### config.mk
export PLATFORM = sky130hd
export DESIGN_NAME = eight_arbiter_mux_flat
export DESIGN_NICKNAME = d
export VERILOG_FILES = /design/src/rtl/eight_arbiter_mux_if.sv /design/src/rtl/eight_arbiter_mux.sv /design/src/flat_wrapper.sv
export SDC_FILE = /design/constraint.sdc
export NUM_CORES = 1
export LEC_CHECK = 0
export CELL_PAD_IN_SITES_DETAIL_PLACEMENT = 1
export CELL_PAD_IN_SITES_GLOBAL_PLACEMENT = 1
export CORE_ASPECT_RATIO = 0.6
export CORE_MARGIN = 2
export CORE_UTILIZATION = 20
export CTS_CLUSTER_SIZE = 30
export DETAILED_ROUTE_END_ITERATION = 10
export PLACE_DENSITY = 0.78
export SLEW_MARGIN = 20
export SYNTH_ARGS = -nofsm -noshare
export SYNTH_HDL_FRONTEND = slang
export SYNTH_SLANG_ARGS = --single-unit
### constraint.sdc
create_clock -name clk -period 1.7 [get_ports clk]
set_input_delay 0.255 -clock clk [delete_from_list [all_inputs] [get_ports clk]]
set_output_delay 0.255 -clock clk [all_outputs]
set_load 0.05 [all_outputs]
### src/rtl/eight_arbiter_mux_if.sv
// Handshake bundle for eight_arbiter_mux: eight request/data sources in, one valid/ready word out.
// The master modport is the arbiter's view; slave is the surrounding environment's view.
interface eight_arbiter_mux_if #(
  parameter int DATA_WIDTH = 32
);
  logic [7:0]              req_i;
  logic [8*DATA_WIDTH-1:0] data_i;
  logic [7:0]              ack_o;
  logic                    out_valid;
  logic                    out_ready;
  logic [DATA_WIDTH-1:0]   out_data;
  logic [2:0]              out_sel;

  modport master (
    input  req_i, data_i, out_ready,
    output ack_o, out_valid, out_data, out_sel
  );

  modport slave (
    output req_i, data_i, out_ready,
    input  ack_o, out_valid, out_data, out_sel
  );
endinterface

### src/rtl/eight_arbiter_mux.sv
// 8-to-1 gathering stage: picks one requesting source per cycle and registers its word and index.
// Define EIGHT_ARB_ROUND_ROBIN_EN for round-robin selection; otherwise the lowest index wins.
module eight_arbiter_mux #(
  parameter int DATA_WIDTH = 32
) (
  input logic                 clk,
  input logic                 rst,
  eight_arbiter_mux_if.master bus
);

  typedef enum logic {
    EMPTY = 1'b0,
    FULL  = 1'b1
  } state_t;

  state_t                state;
  state_t                state_next;
  logic                  cap;
  logic [2:0]            win;
  logic [7:0]            ack;
  logic [DATA_WIDTH-1:0] win_data;
  logic [DATA_WIDTH-1:0] data_q;
  logic [2:0]            sel_q;

`ifdef EIGHT_ARB_ROUND_ROBIN_EN
  logic [2:0]  ptr;
  logic [2:0]  offset;
  logic [14:0] req_dbl;
  logic [7:0]  req_rot;

  // Rotating the request vector by ptr turns the circular scan into a lowest-bit search.
  assign req_dbl = {bus.req_i[6:0], bus.req_i};
  assign req_rot = req_dbl[ptr +: 8];

  always_comb begin
    offset = 3'd0;
    for (int k = 7; k >= 0; k--) begin
      if (req_rot[k]) offset = 3'(k);
    end
  end

  assign win = ptr + offset;

  always_ff @(posedge clk or posedge rst) begin
    if (rst)      ptr <= 3'd0;
    else if (cap) ptr <= win + 3'd1;
  end
`else
  always_comb begin
    win = 3'd0;
    for (int k = 7; k >= 0; k--) begin
      if (bus.req_i[k]) win = 3'(k);
    end
  end
`endif

  // Nothing is taken while stalled or in reset, so ack_o can never be multi-hot or spurious.
  assign cap = (|bus.req_i) && ((state == EMPTY) || bus.out_ready) && !rst;
  assign ack = cap ? (8'h01 << win) : 8'h00;

  always_comb begin
    win_data = '0;
    for (int k = 0; k < 8; k++) begin
      if (win == 3'(k)) win_data = bus.data_i[k*DATA_WIDTH +: DATA_WIDTH];
    end
  end

  always_ff @(posedge clk or posedge rst) begin
    if (rst) state <= EMPTY;
    else     state <= state_next;
  end

  always_comb begin
    state_next = state;
    case (state)
      EMPTY:   if (cap) state_next = FULL;
      FULL:    if (bus.out_ready && !cap) state_next = EMPTY;
      default: state_next = EMPTY;
    endcase
  end

  always_ff @(posedge clk or posedge rst) begin
    if (rst) begin
      data_q <= '0;
      sel_q  <= 3'd0;
    end else if (cap) begin
      data_q <= win_data;
      sel_q  <= win;
    end
  end

  assign bus.ack_o     = ack;
  assign bus.out_valid = (state == FULL);
  assign bus.out_data  = data_q;
  assign bus.out_sel   = sel_q;

endmodule

### src/flat_wrapper.sv
// flat-port wrapper written by rule: the top's interface ports become plain ports
module eight_arbiter_mux_flat 
#(
  parameter int DATA_WIDTH = 32
)
  (clk, rst, bus_req_i, bus_data_i, bus_out_ready, bus_ack_o, bus_out_valid, bus_out_data, bus_out_sel);
  eight_arbiter_mux_if #(.DATA_WIDTH(DATA_WIDTH)) bus_i ();
  input logic clk;
  input logic rst;
  input wire logic [$bits(bus_i.req_i)-1:0] bus_req_i;
  input wire logic [$bits(bus_i.data_i)-1:0] bus_data_i;
  input wire logic [$bits(bus_i.out_ready)-1:0] bus_out_ready;
  output wire logic [$bits(bus_i.ack_o)-1:0] bus_ack_o;
  output wire logic [$bits(bus_i.out_valid)-1:0] bus_out_valid;
  output wire logic [$bits(bus_i.out_data)-1:0] bus_out_data;
  output wire logic [$bits(bus_i.out_sel)-1:0] bus_out_sel;
  assign bus_i.req_i = bus_req_i;
  assign bus_i.data_i = bus_data_i;
  assign bus_i.out_ready = bus_out_ready;
  assign bus_ack_o = bus_i.ack_o;
  assign bus_out_valid = bus_i.out_valid;
  assign bus_out_data = bus_i.out_data;
  assign bus_out_sel = bus_i.out_sel;
  eight_arbiter_mux #(.DATA_WIDTH(DATA_WIDTH)) u_core (.clk(clk), .rst(rst), .bus(bus_i));
endmodule
==> summary.md <==
| Metric | Value |
|---|---|
| Antenna diode count | 0 |
| Worst skew pair latency | slightly below 0.3 ns |
| Wire per inst | between 20 and 25 µm |
| Initial antenna violation count | 1 |
| Peak VDD IR | about 280 µV |
| Avg Cell Area, Syn | 7.376 µm² |
| Synth area leader | dfrtp_1 |
| Syn. warnings | 0 |
| CTS clock-pin slew for the worst setup and hold paths | approximately 0.06 ns |
| Reg2reg path depth | 10 |
| Vias in the first global route | 6959 |
| Final wirelength | slightly above 30000 µm |
| Synthesis-stage register bit count | 36 |
| Final hold slack | between 0.2 and 0.3 ns |
| Top routing layer in use | met5 |
| F_max | 518.8 MHz |
| First-pass GRT wire length | ~42000 µm |
| WL met2 | around 14000 µm |
| Starting Density | about a fifth |
| Power per cell area | between 500 and 600 nW/µm² |
| Delay-heaviest family, CP | simple AND/OR/NAND/NOR gates |
| Drt pass-1 iters | 5 |
| Post-layout util | 51.80% |
| Ys flop type | dfrtp_1 |
| Syn Nets | 802 |
| Reg2reg setup slack | -0.17 ns |
| HPWL after DPL | ~22000 µm |
| CP Buf/Inv Count | 3 |
| Startpoint types | flip-flop |
| Sequential share of the synthesized area | about 23% |
| Failing checks | negative setup slack |
| Mapped Cells | approximately 540 |
| Via count | approximately 6600 |
| Number of H-tree levels | 2 |
| Row cnt | 39 |
| Crit end category | primary output |
| Top post-synthesis cells by area | dfrtp_1 23%, o21ai_0 5.5%, nand2_1 5.3%, and3_1 5.1%, a21oi_1 4.9% |
| Post-route clock skew | roughly 0.0034 ns |
| Metal1 wirelength | approximately 14000 µm |
| Placed instance area | 8244 µm² |
| Hold Crit Class | in -> async |
| Clock root buffer master | clkbuf_16 |
| Die Y | about 110 µm |
| RSZ-0062 raised after global routing | true |
| LEAKAGE | a little under 0.004 µW |
| Critical path peak fanout | 5 |
| Final Instance Area | 9933 µm² |
| Post-route setup TNS | -4.436 ns |
| Post-synth top area share | between 20% and 30% |
| Max cap viols | 0 |
| Largest net degree at the start of global routing | 47 |
| Synth Cell Area | around 3900 µm² |
| Post-route setup slack | -0.2276 ns |
| GPL Wtd Cong | between 0.8 and 0.9 |
| Remaining DRCs | 0 |
| WP data arrival | roughly 1.7 ns |
| Global Route Usage Sum | between 20% and 30% |
| Status | complete, but fails checks |
| CTS tree | done |
| Fin. Hold Viols | 0 |
| Cells after DPL | between 1000 and 1500 |
| Worst path cell trace | nor2b_4 -> buf_6 -> nor2_4 -> o21ai_4 -> buf_6 -> nor2_4 -> buf_8 |
| Setup-failing EPs final | 39 |
| Fin crit period | around 1.9 ns |
| Async set-or-reset flop fraction in the synthesized netlist | 100.0% |
| Clk buf depth | 2 |
| Via density | between 5 and 6 |
| Max-slew headroom | a little over three fifths |
| CTS Buf Count | 5 |
| Die width | 185.3 µm |
| Iter 0 DRT Violations | 369 |
| GRT Residual Overflow | 0 |
| Fin cells | about 1300 |
| Crit Reg-Reg Startpoint | u_core.bus.out_valid$_DFF_PP0_ |
| Number of synthesized flops with an enable pin | 0 |
| Worst-Margin Slew | roughly 0.56 ns |
| Yosys cell types | 57 |
| Met3 wire len | between 2000 and 2500 µm |
| Final Slew Violations | 0 |
| CP max stage cell | dfrtp_2 |
| FF-to-FF End | u_core.bus.out_data[29]$_DFFE_PP0P_ |
| Tcrit/Tclk final | 113.4% |
| Die area | roughly 21000 µm² |
| Port Buffers | 310 |
| Sink Count | 36 |
| Largest stage delay, worst path | about 0.4 ns |
| Crit Path Category | reg -> out |
| Share of layout cells above drive strength 1 | between 40% and 50% |
| Critical Path RT | ~1.4 ns |
| Post-route ant nets | 0 |
| Boundary Pins | roughly 310 |
| Post-layout nets | ~1300 |
| Synthesis-to-layout area growth | 151.7% |
| Core area | approximately 19000 µm² |
==> registers in the layout, indices dropped and copies added, names as in the netlist <==
| register | flops |
|---|---|
| u_core.bus.out_valid | 1 |
| u_core.bus.out_sel | 3 |
| u_core.bus.out_data | 32 |
==> worst min-delay path, cell delays in order <==
cell,delay [ns]
dlymetal6s2s_1,0.18
buf_4,0.20
inv_2,0.06
buf_4,0.22
==> layout by cell type (no fill, tap or decap), drive strengths merged, types with 3 or more instances in the layout <==
master,instances
a211oi,19
buf,236
a31o,4
a31oi,7
nand4,8
nor4b,3
o221ai,11
or2,5
clkdlybuf4s50,256
a21oi,39
nor2b,3
nor3,8
o21ai,60
dfrtp,36
and3,32
a2111oi,6
nand2,56
o221a,13
nor3b,7
a22oi,19
o211ai,8
a221oi,14
inv,4
nor2,33
a41oi,7
or3,8
nand2b,4
clkinv,4
mux2,11
o22ai,23
nand3,14
clkbuf,8
==> synthesized netlist by cell type, drive strengths merged (13+ instances only) <==
cell type   n
and3       32
clkbuf     37
nor2       33
nand2      56
a211oi     19
dfrtp      36
a221oi     14
o21ai      60
o22ai      23
a21oi      39
a22oi      19
nand3      14
o221a      13
buf        18
==> cell type report <==
cell class | count | area (µm²)
fillers | 2197 | 9244
clock buffers | 5 | 125.1
multi-input cells | 439 | 3672
clock inverters | 3 | 18.77
inverters | 5 | 18.77
repair buffers | 497 | 4863
well taps | 266 | 332.8
flip-flops and latches | 36 | 902.1
==> report_power, final <==
group          internal [µW]  switching [µW]  leakage [µW]
clock network            543             438     0.0000736
logic                   1500            1550       0.00342
registers                997             114      0.000433
==> timing repair <==
item | in CTS | in global routing
setup buffers | 44 | 27
endpoints found under the setup margin | 44 | 42
cloned | 1 | 3
pin swaps | 28 | 46
resized for setup | 128 | 137
hold buffers | 0 | 0
==> logic make-up (layout without fill, tap and decap cells) <==
kind of cell	count (synthesis)	after routing	synth area share, %
flops	36	36	22.83
buf+inv	60	510	6.753
mux	11	11	3.139
simple gates	191	191	26.06
compound gates	237	237	41.22
==> per-stage QoR <==
step                total power [µW]  worst slack [ns]
detailed placement              3663            -1.208
global placement                3628            -1.157
finish                          5144           -0.2276
floorplan                       2235           -0.1903
global route                    5333           -0.2722
CTS                             4834           -0.2717
==> worst max path at each step <==
stage                                        start                             endpoint  slack (ns)  cells past startpoint
finish              u_core.bus.out_valid$_DFF_PP0_                         bus_ack_o[1]       -0.23                      7
global route        u_core.bus.out_valid$_DFF_PP0_                         bus_ack_o[7]       -0.27                      6
CTS                                   bus_req_i[1]                         bus_ack_o[4]       -0.27                      9
detailed placement                    bus_req_i[3]  u_core.bus.out_data[18]$_DFFE_PP0P_       -1.21                      9
global placement                      bus_req_i[3]  u_core.bus.out_data[18]$_DFFE_PP0P_       -1.16                      9
floorplan                             bus_req_i[1]  u_core.bus.out_data[18]$_DFFE_PP0P_       -0.19                      8
==> per-layer routing <==
metal / vias to the layer above / global-route usage (%)
li1: 3010 / -
met2: 277 / 43.18
met1: 3233 / 35.42
met4: 2 / 4.497
met3: 37 / 6.373
met5: - / 0
Power figures use the tool's default switching activity.
==> variant (same flow settings) <==
`DATA_WIDTH` is set to 32 in 3 places; all go to 48.
--- a/src/rtl/eight_arbiter_mux_if.sv
+++ b/src/rtl/eight_arbiter_mux_if.sv
@@ -3,3 +3,3 @@
 interface eight_arbiter_mux_if #(
-  parameter int DATA_WIDTH = 32
+  parameter int DATA_WIDTH = 48
 );
--- a/src/rtl/eight_arbiter_mux.sv
+++ b/src/rtl/eight_arbiter_mux.sv
@@ -3,3 +3,3 @@
 module eight_arbiter_mux #(
-  parameter int DATA_WIDTH = 32
+  parameter int DATA_WIDTH = 48
 ) (
--- a/src/flat_wrapper.sv
+++ b/src/flat_wrapper.sv
@@ -3,3 +3,3 @@
 #(
-  parameter int DATA_WIDTH = 32
+  parameter int DATA_WIDTH = 48
 )
Interface: changed (resized bus_data_i and bus_out_data); port bits go from 311 to 455. No check against the original RTL was run, so the function may have changed too.
==> variant against the unedited design <==
  * The run still ends with negative setup slack left
  * Setup slack gained 0.026 ns
  * Synthesized cell count rose by 45%
  * Cell area is 34% higher
  * Wire length is 53% higher
  * Power up 35%
  * Sequential cell count up 16
  * Register-to-register slack improved by 0.03 ns
  * Synthesized area increased by 35%
  * Critical path type is now in2out
==> variant: results (changes against the unedited design) <==
- Critical-path top delay cell: and4b_2 (was dfrtp_2)
- Reg clk slew, reported paths: 0.09 ns (was 0.06 ns)
- Peak VDD IR: 0.422 mV (was 0.283 mV)
- Total Routing Usage GR: 0.302 (was 0.263)
- # setup viols final: 49 (was 39)
- Crit-path max cell delay: 0.30 ns (was 0.40 ns)
- Failing checks: negative setup slack (unchanged)
- Starting DRT DRC Count: 656 (was 369)
- Final wirelength: 46700 um (was 30600 um)
- Placed insts: 1642 (was 1173)
- Placed Area: 11200 sq um (was 8240 sq um)
- Worst r2r path cells: 9 (was 10)
- Reg2Reg Capture Point: u_core.bus.out_data[21] (was u_core.bus.out_data[29])
- Pwr dens: 522 nW/um^2 (was 518 nW/um^2)
- Layout area overhead: 150% (was 152%)
- Die area: 28100 sq um (was 20900 sq um)
- Pleak: 5.24 nW (was 3.93 nW)
- CP Data Arrival Time: 1.65 ns (was 1.67 ns)
- WHS: 0.244 ns (was 0.256 ns)
- Layout Nets: 1745 (was 1251)
- Setup ws final: -0.202 ns (was -0.228 ns)
- Outcome: complete, but fails checks (unchanged)
- Detailed-route wire length per cell: 27.2 um (was 24.5 um)
- Power Clock: 1.35 mW (was 981 uW)
- Vias per cell: 5.46 (was 5.24)
- Post-synth top cells: nor2_1 (155), a21oi_1 (132), dfrtp_1 (52) (was nand2_1 (56), o21ai_0 (43), a21oi_1 (39))
- Largest net degree at the start of global routing: 38 (was 47)
- Crit path max fanout: 8 (was 5)
- GP Congestion: 0.941 (was 0.871)
- Mapped Cells: 776 (was 535)
- I/O Buffers: 454 (was 310)
- Post-CTS Resized: 163 (was 128)
- R2R Setup Slk: -0.14 ns (was -0.17 ns)
- Clk Latency, worst-skew pair: 0.31 ns (was 0.29 ns)
- Hpwl dp: 33600 um (was 22200 um)
- Layout cells sized above 1: 0.326 (was 0.404)
- Final setup skew: 0.00911 ns (was 0.00336 ns)
- CP Launch Point: bus_req_i[2] (was u_core.bus.out_valid)
==> variant: metal layers <==
metal | wire [um] | part of all wire | GRT usage | vias to the layer above
met5 | 0 | 0 | 0 | -
met4 | 1360 | 0.029 | 0.0986 | 0
met3 | 3270 | 0.070 | 0.0558 | 91
met2 | 22100 | 0.47 | 0.519 | 467
met1 | 20000 | 0.43 | 0.387 | 4718
li1 | - | - | - | 4102
==> variant: layout make-up <==
cell class,count,area (sq um)
fillers,3056,13000
repair buffers,646,6660
multi-input cells,640,4700
flip-flops and latches,52,1300
well taps,360,450
clock buffers,7,153
clock inverters,1,30.0
inverters,5,22.5
diodes,6,15.0
==> variant: worst min-delay path, stage by stage <==
cell and delay, ns:
dlygate4sd2_1 0.26, clkinvlp_4 0.14, buf_6 0.26
==> variant: cells by family after synthesis <==
kind of cell           count (synthesis)
AO/OA/AOI/OAI                        375
AND/OR/NAND/NOR                      264
buffers and inverters                 85
flip-flops                            52
